<file path="config.mk">
export PLATFORM = sky130hd
export DESIGN_NAME = data_bus_arbiter
export DESIGN_NICKNAME = d
export VERILOG_FILES = /design/src/rtl/data_bus_arbiter.sv
export SDC_FILE = /design/constraint.sdc
export NUM_CORES = 1
export LEC_CHECK = 0
export ABC_AREA = 1
export ABC_CLOCK_PERIOD_IN_PS = 1850
export CORE_UTILIZATION = 41
export DETAILED_ROUTE_END_ITERATION = 8
export GPL_TIMING_DRIVEN = 0
export PLACE_DENSITY = 0.8
export SYNTH_ARGS = -nofsm -noshare
export SYNTH_HDL_FRONTEND = slang
export SYNTH_SLANG_ARGS = --single-unit
</file>
<file path="constraint.sdc">
create_clock -name clk -period 1.85 [get_ports clk]
set_input_delay 0.37 -clock clk [delete_from_list [all_inputs] [get_ports clk]]
set_output_delay 0.37 -clock clk [all_outputs]
set_load 0.05 [all_outputs]
</file>
<file path="src/rtl/data_bus_arbiter.sv">
// rtl/data_bus_arbiter.sv - two-master data RAM arbiter/sequencer with watchdog; optional ARB_ROUND_ROBIN_EN
module data_bus_arbiter #(
  parameter int unsigned TIMEOUT = 16
) (
  input  logic        clk,
  input  logic        rst,
  input  logic        cpu_ce,
  input  logic        cpu_we,
  input  logic [31:0] cpu_addr,
  input  logic [3:0]  cpu_sel,
  input  logic [31:0] cpu_wdata,
  output logic [31:0] cpu_rdata,
  output logic        cpu_stall,
  input  logic        dma_req,
  input  logic        dma_we,
  input  logic [31:0] dma_addr,
  input  logic [3:0]  dma_sel,
  input  logic [31:0] dma_wdata,
  output logic [31:0] dma_rdata,
  output logic        dma_ack,
  output logic        ram_ce,
  output logic        ram_we,
  output logic [31:0] ram_addr,
  output logic [3:0]  ram_sel,
  output logic [31:0] ram_wdata,
  input  logic [31:0] ram_rdata,
  input  logic        ram_ack,
  output logic        timeout_err
);

  localparam logic [2:0] S_IDLE     = 3'd0;
  localparam logic [2:0] S_BUSY_CPU = 3'd1;
  localparam logic [2:0] S_BUSY_DMA = 3'd2;
  localparam logic [2:0] S_DONE_CPU = 3'd3;
  localparam logic [2:0] S_DONE_DMA = 3'd4;

  localparam logic [7:0] LAST_CNT = 8'(TIMEOUT - 1);

  logic [2:0] state;
  logic [7:0] cnt;
  logic       grant_cpu;

`ifdef ARB_ROUND_ROBIN_EN
  // 1 = CPU won the previous grant, 0 = DMA (reset value)
  logic last_grant;

  // Under contention the requester not granted last time wins
  always_comb begin
    grant_cpu = cpu_ce && (!dma_req || !last_grant);
  end
`else
  // Fixed priority: the CPU wins whenever it requests
  always_comb begin
    grant_cpu = cpu_ce;
  end
`endif

  // The pipeline is held for the whole access except the CPU's completion cycle
  assign cpu_stall = cpu_ce && (state != S_DONE_CPU);

  // Transaction sequencer: latch the winner, wait for ack or watchdog, report completion
  always_ff @(posedge clk) begin
    if (!rst) begin
      state       <= S_IDLE;
      cnt         <= 8'd0;
      ram_ce      <= 1'b0;
      ram_we      <= 1'b0;
      ram_addr    <= 32'd0;
      ram_sel     <= 4'd0;
      ram_wdata   <= 32'd0;
      cpu_rdata   <= 32'd0;
      dma_rdata   <= 32'd0;
      dma_ack     <= 1'b0;
      timeout_err <= 1'b0;
`ifdef ARB_ROUND_ROBIN_EN
      last_grant  <= 1'b0;
`endif
    end else begin
      dma_ack     <= 1'b0;
      timeout_err <= 1'b0;
      case (state)
        S_IDLE: begin
          cnt <= 8'd0;
          if (grant_cpu) begin
            ram_ce    <= 1'b1;
            ram_we    <= cpu_we;
            ram_addr  <= cpu_addr;
            ram_sel   <= cpu_sel;
            ram_wdata <= cpu_wdata;
            state     <= S_BUSY_CPU;
`ifdef ARB_ROUND_ROBIN_EN
            last_grant <= 1'b1;
`endif
          end else if (dma_req) begin
            ram_ce    <= 1'b1;
            ram_we    <= dma_we;
            ram_addr  <= dma_addr;
            ram_sel   <= dma_sel;
            ram_wdata <= dma_wdata;
            state     <= S_BUSY_DMA;
`ifdef ARB_ROUND_ROBIN_EN
            last_grant <= 1'b0;
`endif
          end
        end
        S_BUSY_CPU, S_BUSY_DMA: begin
          // An ack on the last watchdog cycle still completes normally
          if (ram_ack) begin
            if (state == S_BUSY_CPU) cpu_rdata <= ram_rdata;
            else                     dma_rdata <= ram_rdata;
            ram_ce  <= 1'b0;
            ram_we  <= 1'b0;
            dma_ack <= (state == S_BUSY_DMA);
            state   <= (state == S_BUSY_CPU) ? S_DONE_CPU : S_DONE_DMA;
          end else if (cnt == LAST_CNT) begin
            if (state == S_BUSY_CPU) cpu_rdata <= 32'd0;
            else                     dma_rdata <= 32'd0;
            ram_ce      <= 1'b0;
            ram_we      <= 1'b0;
            timeout_err <= 1'b1;
            dma_ack     <= (state == S_BUSY_DMA);
            state       <= (state == S_BUSY_CPU) ? S_DONE_CPU : S_DONE_DMA;
          end else begin
            cnt <= cnt + 8'd1;
          end
        end
        S_DONE_CPU, S_DONE_DMA: begin
          state <= S_IDLE;
        end
        default: begin
          state  <= S_IDLE;
          ram_ce <= 1'b0;
          ram_we <= 1'b0;
        end
      endcase
    end
  end

endmodule

</file>
# Yosys cells after proc, flatten, opt, wreduce, memory -nomap -nowiden
# Cells that the tools add are included.
# op_classes
addsub	1
eq_ne	10
mux	34
n_bitwise	4
reduce_logical	15
# op_table
operator	n
2-to-1 mux 32 bit	12
2-to-1 mux 8 bit	2
case mux 8 bit (2 select lines)	1
2-to-1 mux 3 bit	5
AND reduction 3 bit	4
2-to-1 mux 1 bit	9
adder 8 x 1 -> 8 bit (second input constant)	1
equality test 8 x 4 -> 1 bit (second input constant)	1
2-to-1 mux 4 bit	2
equality test 3 x 2 -> 1 bit (second input constant)	2
inequality test 3 bit (second input constant)	2
case mux 1 bit (3 select lines)	2
case mux 3 bit (2 select lines)	1
AND reduction 2 bit	3
nonzero test 2 bit	3
inequality test 2 bit (second input constant)	2
inverter 1 bit	4
OR reduction 2 bit	2
equality test 3 x 1 -> 1 bit (second input constant)	1
equality test 3 bit (second input constant)	1
logical NOT 3 bit	1
inequality test 3 x 2 -> 1 bit (second input constant)	1
OR reduction 3 bit	1
logical AND 1 bit	1
# totals
ff_bits	147
inputBits	175
output_inout_bits	137
word_cells	75

# Longest topological paths before layout
# logic_depth
word_depth	5
depth_mapped	9
mapped_depth_nobuf	9

# Least setup slack after synthesis
# Ideal clock, no wire load.
# synth_timing
path_type	input -> output
startpoint	input port cpu_ce
endpoint	output port cpu_stall
t_arrival_ns	1.623
t_required_ns	1.480
setup_slack_ns	-0.143
stages	4
n_path_buf	2
cell_sequence	buf_2 inv_2 clkbuf_1 a31oi_1
# synth_via
elab_chain_cells	1
# synth_rtl
item	line	text
start: declaration	7	input logic cpu_ce,
logical AND 1 bit	59	assign cpu_stall = cpu_ce && (state != S_DONE_CPU);
end: declaration	13	output logic cpu_stall,
# No other way between the ends.

# Final worst setup path
# layout_timing
startpoint	register ram_wdata[28]
endpoint	output port ram_wdata[28]
# layout_rtl
item	line	text
start: declaration	25	output logic [31:0] ram_wdata,
start signal: assignment	89	ram_wdata <= cpu_wdata;
start signal: assignment	99	ram_wdata <= dma_wdata;
# No word-level cell between the ends.

==> impl_metrics.xml <==
<?xml version="1.0" encoding="UTF-8"?>
<metrics>
  <group name="place">
    <metric name="detailedPlacementHpwl" unit="um">16800</metric>
    <metric name="cell_count_after_placement" unit="">1490</metric>
    <metric name="portBuffers" unit="">310</metric>
    <metric name="gp_congestion" unit="">0.844</metric>
    <metric name="preCtsSetupSlack" unit="ns">-1.29</metric>
  </group>
  <group name="timing">
    <metric name="worst_slew_pin_slew" unit="ns">0.680</metric>
    <metric name="final_period_utilization" unit="">0.939</metric>
    <metric name="timing.final.max_slew_violations" unit="">0</metric>
    <metric name="hold_viol" unit="">0</metric>
    <metric name="fmax" unit="MHz">576</metric>
    <metric name="fin_worst_skew" unit="ns">0.00697</metric>
    <metric name="rsz0062_at_grt" unit="">no</metric>
    <metric name="timing.slew.headroom" unit="">0.547</metric>
    <metric name="layout_setup_ws" unit="ns">0.114</metric>
    <metric name="finalCriticalPeriod" unit="ns">1.74</metric>
    <metric name="final-setup-viol-count" unit="">0</metric>
  </group>
  <group name="power">
    <metric name="leakagePower" unit="nW">5.03</metric>
    <metric name="vdd_ir_drop_max" unit="uV">727</metric>
    <metric name="internal-power" unit="W">0.00699</metric>
    <metric name="clkPwrFrac" unit="">0.356</metric>
    <metric name="swShare" unit="">0.349</metric>
    <metric name="power.sequential.fraction" unit="">0.343</metric>
    <metric name="power_per_cell_area" unit="nW/um2">1020</metric>
    <metric name="p_switching" unit="W">0.00374</metric>
    <metric name="p_comb_frac" unit="">0.301</metric>
  </group>
  <group name="grt">
    <metric name="track_usage" unit="">0.265</metric>
    <metric name="largest_net_degree_at_the_start_of_global_routing" unit="">17</metric>
    <metric name="grt_pass1_wl" unit="um">33500</metric>
    <metric name="gr-total-overflow" unit="">0</metric>
    <metric name="first_global_vias" unit="">6715</metric>
    <metric name="antenna_found_initial" unit="">1</metric>
  </group>
  <group name="route">
    <metric name="vias_per_cell" unit="">4.72</metric>
    <metric name="first_pass_detailed_route_iteration_total" unit="">5</metric>
    <metric name="detail_route.wirelength" unit="um">21900</metric>
    <metric name="antenna_violating_nets_post_route" unit="">0</metric>
    <metric name="routed-via-count" unit="">7195</metric>
    <metric name="detail_route.wl_per_cell" unit="um">14.3</metric>
    <metric name="drt_iter0_markers" unit="">319</metric>
    <metric name="drc_errors" unit="">0</metric>
  </group>
  <group name="clock_network">
    <metric name="cts_tree" unit="">built</metric>
    <metric name="cts_hold_repair.buffers" unit="">0</metric>
    <metric name="worstSkewPairLatency" unit="ns">0.43</metric>
    <metric name="worst_setup_hold_path_clk_slew" unit="ns">0.06</metric>
    <metric name="maximum_number_of_buffers_from_clock_root_to_sink" unit="">2</metric>
    <metric name="cts.sink_count" unit="">147</metric>
    <metric name="cts-buffers-inserted" unit="">17</metric>
    <metric name="cts_max_level" unit="">4</metric>
    <metric name="cts_root_buf" unit="">sky130_fd_sc_hd__clkbuf_16</metric>
  </group>
  <group name="floorplan">
    <metric name="die_y" unit="um">128</metric>
    <metric name="fp.coreArea" unit="um2">15400</metric>
    <metric name="top_level_port_count" unit="">312</metric>
    <metric name="die-width" unit="um">128</metric>
    <metric name="fp.dieArea" unit="um2">16500</metric>
    <metric name="num_rows" unit="">45</metric>
    <metric name="floorplan.initialDensity" unit="">0.425</metric>
  </group>
  <group name="synthesis">
    <metric name="mappedNetlistNets" unit="">1145</metric>
    <metric name="yosysTopAreaCellShare" unit="">0.449</metric>
    <metric name="synth.yosys.warnings" unit="">0</metric>
    <metric name="mappedNetlistArea" unit="um2">6560</metric>
    <metric name="netlist_top_cells_area" unit="">sky130_fd_sc_hd__dfxtp_1 (45%), sky130_fd_sc_hd__nand2_1 (22%), sky130_fd_sc_hd__a21oi_1 (10%), sky130_fd_sc_hd__inv_1 (6.3%), sky130_fd_sc_hd__o21ai_0 (5.5%)</metric>
    <metric name="synthDominantAreaCellType" unit="">sky130_fd_sc_hd__dfxtp_1</metric>
    <metric name="postSynthRegisterBits" unit="">147</metric>
    <metric name="post_synth.cell_area_avg" unit="um2">6.77</metric>
    <metric name="syn_inst" unit="">969</metric>
    <metric name="ys_types" unit="">26</metric>
    <metric name="synth_sequential_area_ratio" unit="">0.449</metric>
  </group>
  <group name="layout">
    <metric name="finish.net_count" unit="">1477</metric>
    <metric name="drive_above_1_share" unit="">0.0700</metric>
    <metric name="antenna_fix_cells" unit="">0</metric>
    <metric name="area_growth_syn_to_layout" unit="%">59.9</metric>
    <metric name="finish.cell_count_without_fillers" unit="">1525</metric>
  </group>
  <group name="worst_setup_path">
    <metric name="arrival_worst_endpoint" unit="ns">1.37</metric>
    <metric name="crit_chain" unit="">dlygate4sd2_1</metric>
    <metric name="critical_path.slowest_cell" unit="">sky130_fd_sc_hd__dlygate4sd2_1</metric>
    <metric name="timing.critical_path.max_delay_family" unit="">buffers and inverters</metric>
    <metric name="worstSetupStartpointType" unit="">flop</metric>
    <metric name="critical_path_buf_inv_count" unit="">1</metric>
    <metric name="worstPathRequired" unit="ns">1.48</metric>
    <metric name="critPathKind" unit="">reg -&gt; out</metric>
    <metric name="endpoint_kind" unit="">primary output</metric>
    <metric name="crit_path_max_incr_delay" unit="ns">0.56</metric>
    <metric name="worst-path-max-fanout" unit="">2</metric>
  </group>
  <group name="worst_hold_path">
    <metric name="holdCritPathClass" unit="">reg -&gt; reg</metric>
  </group>
  <group name="status">
    <metric name="run_status" unit="">finished, final reports clean</metric>
  </group>
  <group name="job">
    <metric name="max_cap_violations" unit="">0</metric>
  </group>
</metrics>
==> power groups by stage <==
stage / combinational (W) / clock (W) / sequential, W
finish: 0.00323 / 0.00382 / 0.00368
global route: 0.00344 / 0.00400 / 0.00371
CTS: 0.00323 / 0.00385 / 0.00368
detailed placement: 0.00342 / 0 / 0.00375
global placement: 0.00340 / 0 / 0.00374
floorplan: 0.000967 / 0 / 0.00484
==> worst register-to-register path: stages, from the launching register on <==
cell and delay, ns:
sky130_fd_sc_hd__dfxtp_1 0.35, sky130_fd_sc_hd__ha_2 0.20, sky130_fd_sc_hd__nand2_2 0.07, sky130_fd_sc_hd__nor2_4 0.14
sky130_fd_sc_hd__nand3_4 0.12, sky130_fd_sc_hd__a21oi_4 0.28, sky130_fd_sc_hd__inv_2 0.12, sky130_fd_sc_hd__buf_6 0.16
sky130_fd_sc_hd__nand2_1 0.07, sky130_fd_sc_hd__a21oi_1 0.06
==> Yosys cell counts <==
| master | count |
|---|---|
| sky130_fd_sc_hd__a21oi_1 | 132 |
| sky130_fd_sc_hd__nor3_1 | 1 |
| sky130_fd_sc_hd__o21ai_1 | 1 |
| sky130_fd_sc_hd__nor2_1 | 13 |
| sky130_fd_sc_hd__nand2_1 | 378 |
| sky130_fd_sc_hd__a21oi_4 | 1 |
| sky130_fd_sc_hd__buf_6 | 9 |
| sky130_fd_sc_hd__inv_2 | 3 |
| sky130_fd_sc_hd__ha_1 | 1 |
| sky130_fd_sc_hd__clkbuf_1 | 39 |
| sky130_fd_sc_hd__dfxtp_1 | 147 |
| sky130_fd_sc_hd__nand4_1 | 1 |
| sky130_fd_sc_hd__a21oi_2 | 8 |
| sky130_fd_sc_hd__buf_1 | 4 |
| sky130_fd_sc_hd__nand3_1 | 15 |
| sky130_fd_sc_hd__xor2_1 | 4 |
| sky130_fd_sc_hd__nor3b_1 | 1 |
| sky130_fd_sc_hd__o21ai_0 | 72 |
| sky130_fd_sc_hd__nor2_2 | 1 |
| sky130_fd_sc_hd__nand3_4 | 3 |
| sky130_fd_sc_hd__clkinv_1 | 1 |
| sky130_fd_sc_hd__a31oi_1 | 1 |
| sky130_fd_sc_hd__buf_2 | 10 |
| sky130_fd_sc_hd__inv_1 | 110 |
| sky130_fd_sc_hd__nand2_2 | 12 |
| sky130_fd_sc_hd__nor2_4 | 1 |
==> cells by family after synthesis <==
| family | share of synthesized area |
|---|---|
| AOI/OAI and AO/OA | 0.171 |
| xor gates and xnor gates | 0.00534 |
| adders and majority gates | 0.00191 |
| buffers and inverters | 0.113 |
| DFF | 0.449 |
| and+or+nand+nor | 0.260 |
==> cell usage in the layout (no fill, tap or decap), drive strengths merged <==
master and count:
nand4 1, clkbuf 58, dlygate4sd2 136, o21ai 73
bufinv 5, nand2 390, dlymetal6s2s 1, clkinv 5
inv 114, nand3 18, nor2 15, buf 28
nor3b 1, xor2 4, dfxtp 147, clkdlybuf4s50 172
a31oi 1, clkinvlp 2, a21oi 141, nor3 1
ha 1
==> routing by layer <==
metal,vias up,track usage,wire length [um]
met5,-,0,11
met4,2,0.0941,483
met3,30,0.0753,1740
met2,264,0.494,11100
met1,3227,0.283,8530
li1,3672,-,-
==> final timing paths <==
path                               startpoint             to  slack [ns]  cells after the start
worst max-delay path            ram_wdata[28]  ram_wdata[28]        0.11                      1
worst max register to register         cnt[1]  cpu_rdata[15]        0.14                      9
worst min register to register   ram_addr[25]   ram_addr[25]        0.44                      2
worst min-delay path             ram_addr[25]   ram_addr[25]        0.44                      2
==> through the flow <==
| step | hold WS, ns | area [um2] | util | power, W | setup TNS (ns) |
|---|---|---|---|---|---|
| floorplan | 0.443 | 6560 | - | 0.00581 | 0 |
| global placement | 0.431 | 9930 | 0.644 | 0.00714 | -26.14 |
| detailed placement | 0.435 | 9930 | 0.644 | 0.00718 | -28.23 |
| CTS | 0.435 | 10400 | 0.676 | 0.0108 | -0.102 |
| global route | 0.455 | 10500 | 0.679 | 0.0112 | 0 |
| finish | 0.439 | 10500 | 0.679 | 0.0107 | 0 |
==> state kept, by name, indices dropped and copies added, names as in the netlist <==
| signal | cells |
|---|---|
| cnt | 8 |
| ram_we | 1 |
| ram_wdata | 32 |
| ram_sel | 4 |
| dma_ack | 1 |
| timeout_err | 1 |
| cpu_rdata | 32 |
| state | 3 |
| ram_addr | 32 |
| dma_rdata | 32 |
| ram_ce | 1 |
==> layout make-up <==
type                    instances  area (um2)
multi-input cells             646        2890
repair buffers                314        2970
flip-flops and latches        147        2940
clock buffers                  20         457
well taps                     211         264
clock inverters                12         201
plain buffers                  61         322
fillers                      1428        4950
inverters                     114         433
==> repair_timing <==
item / 4_1_cts / 5_1_grt
endpoints found under the hold margin: 0 / 0
setup endpoints to repair: 137 / 51
cloned: 0 / 0
buffers inserted: 0 / 4
gates resized for setup: 147 / 15
pin swaps: 0 / 1
Note: power is estimated with default switching activity, not from simulation.
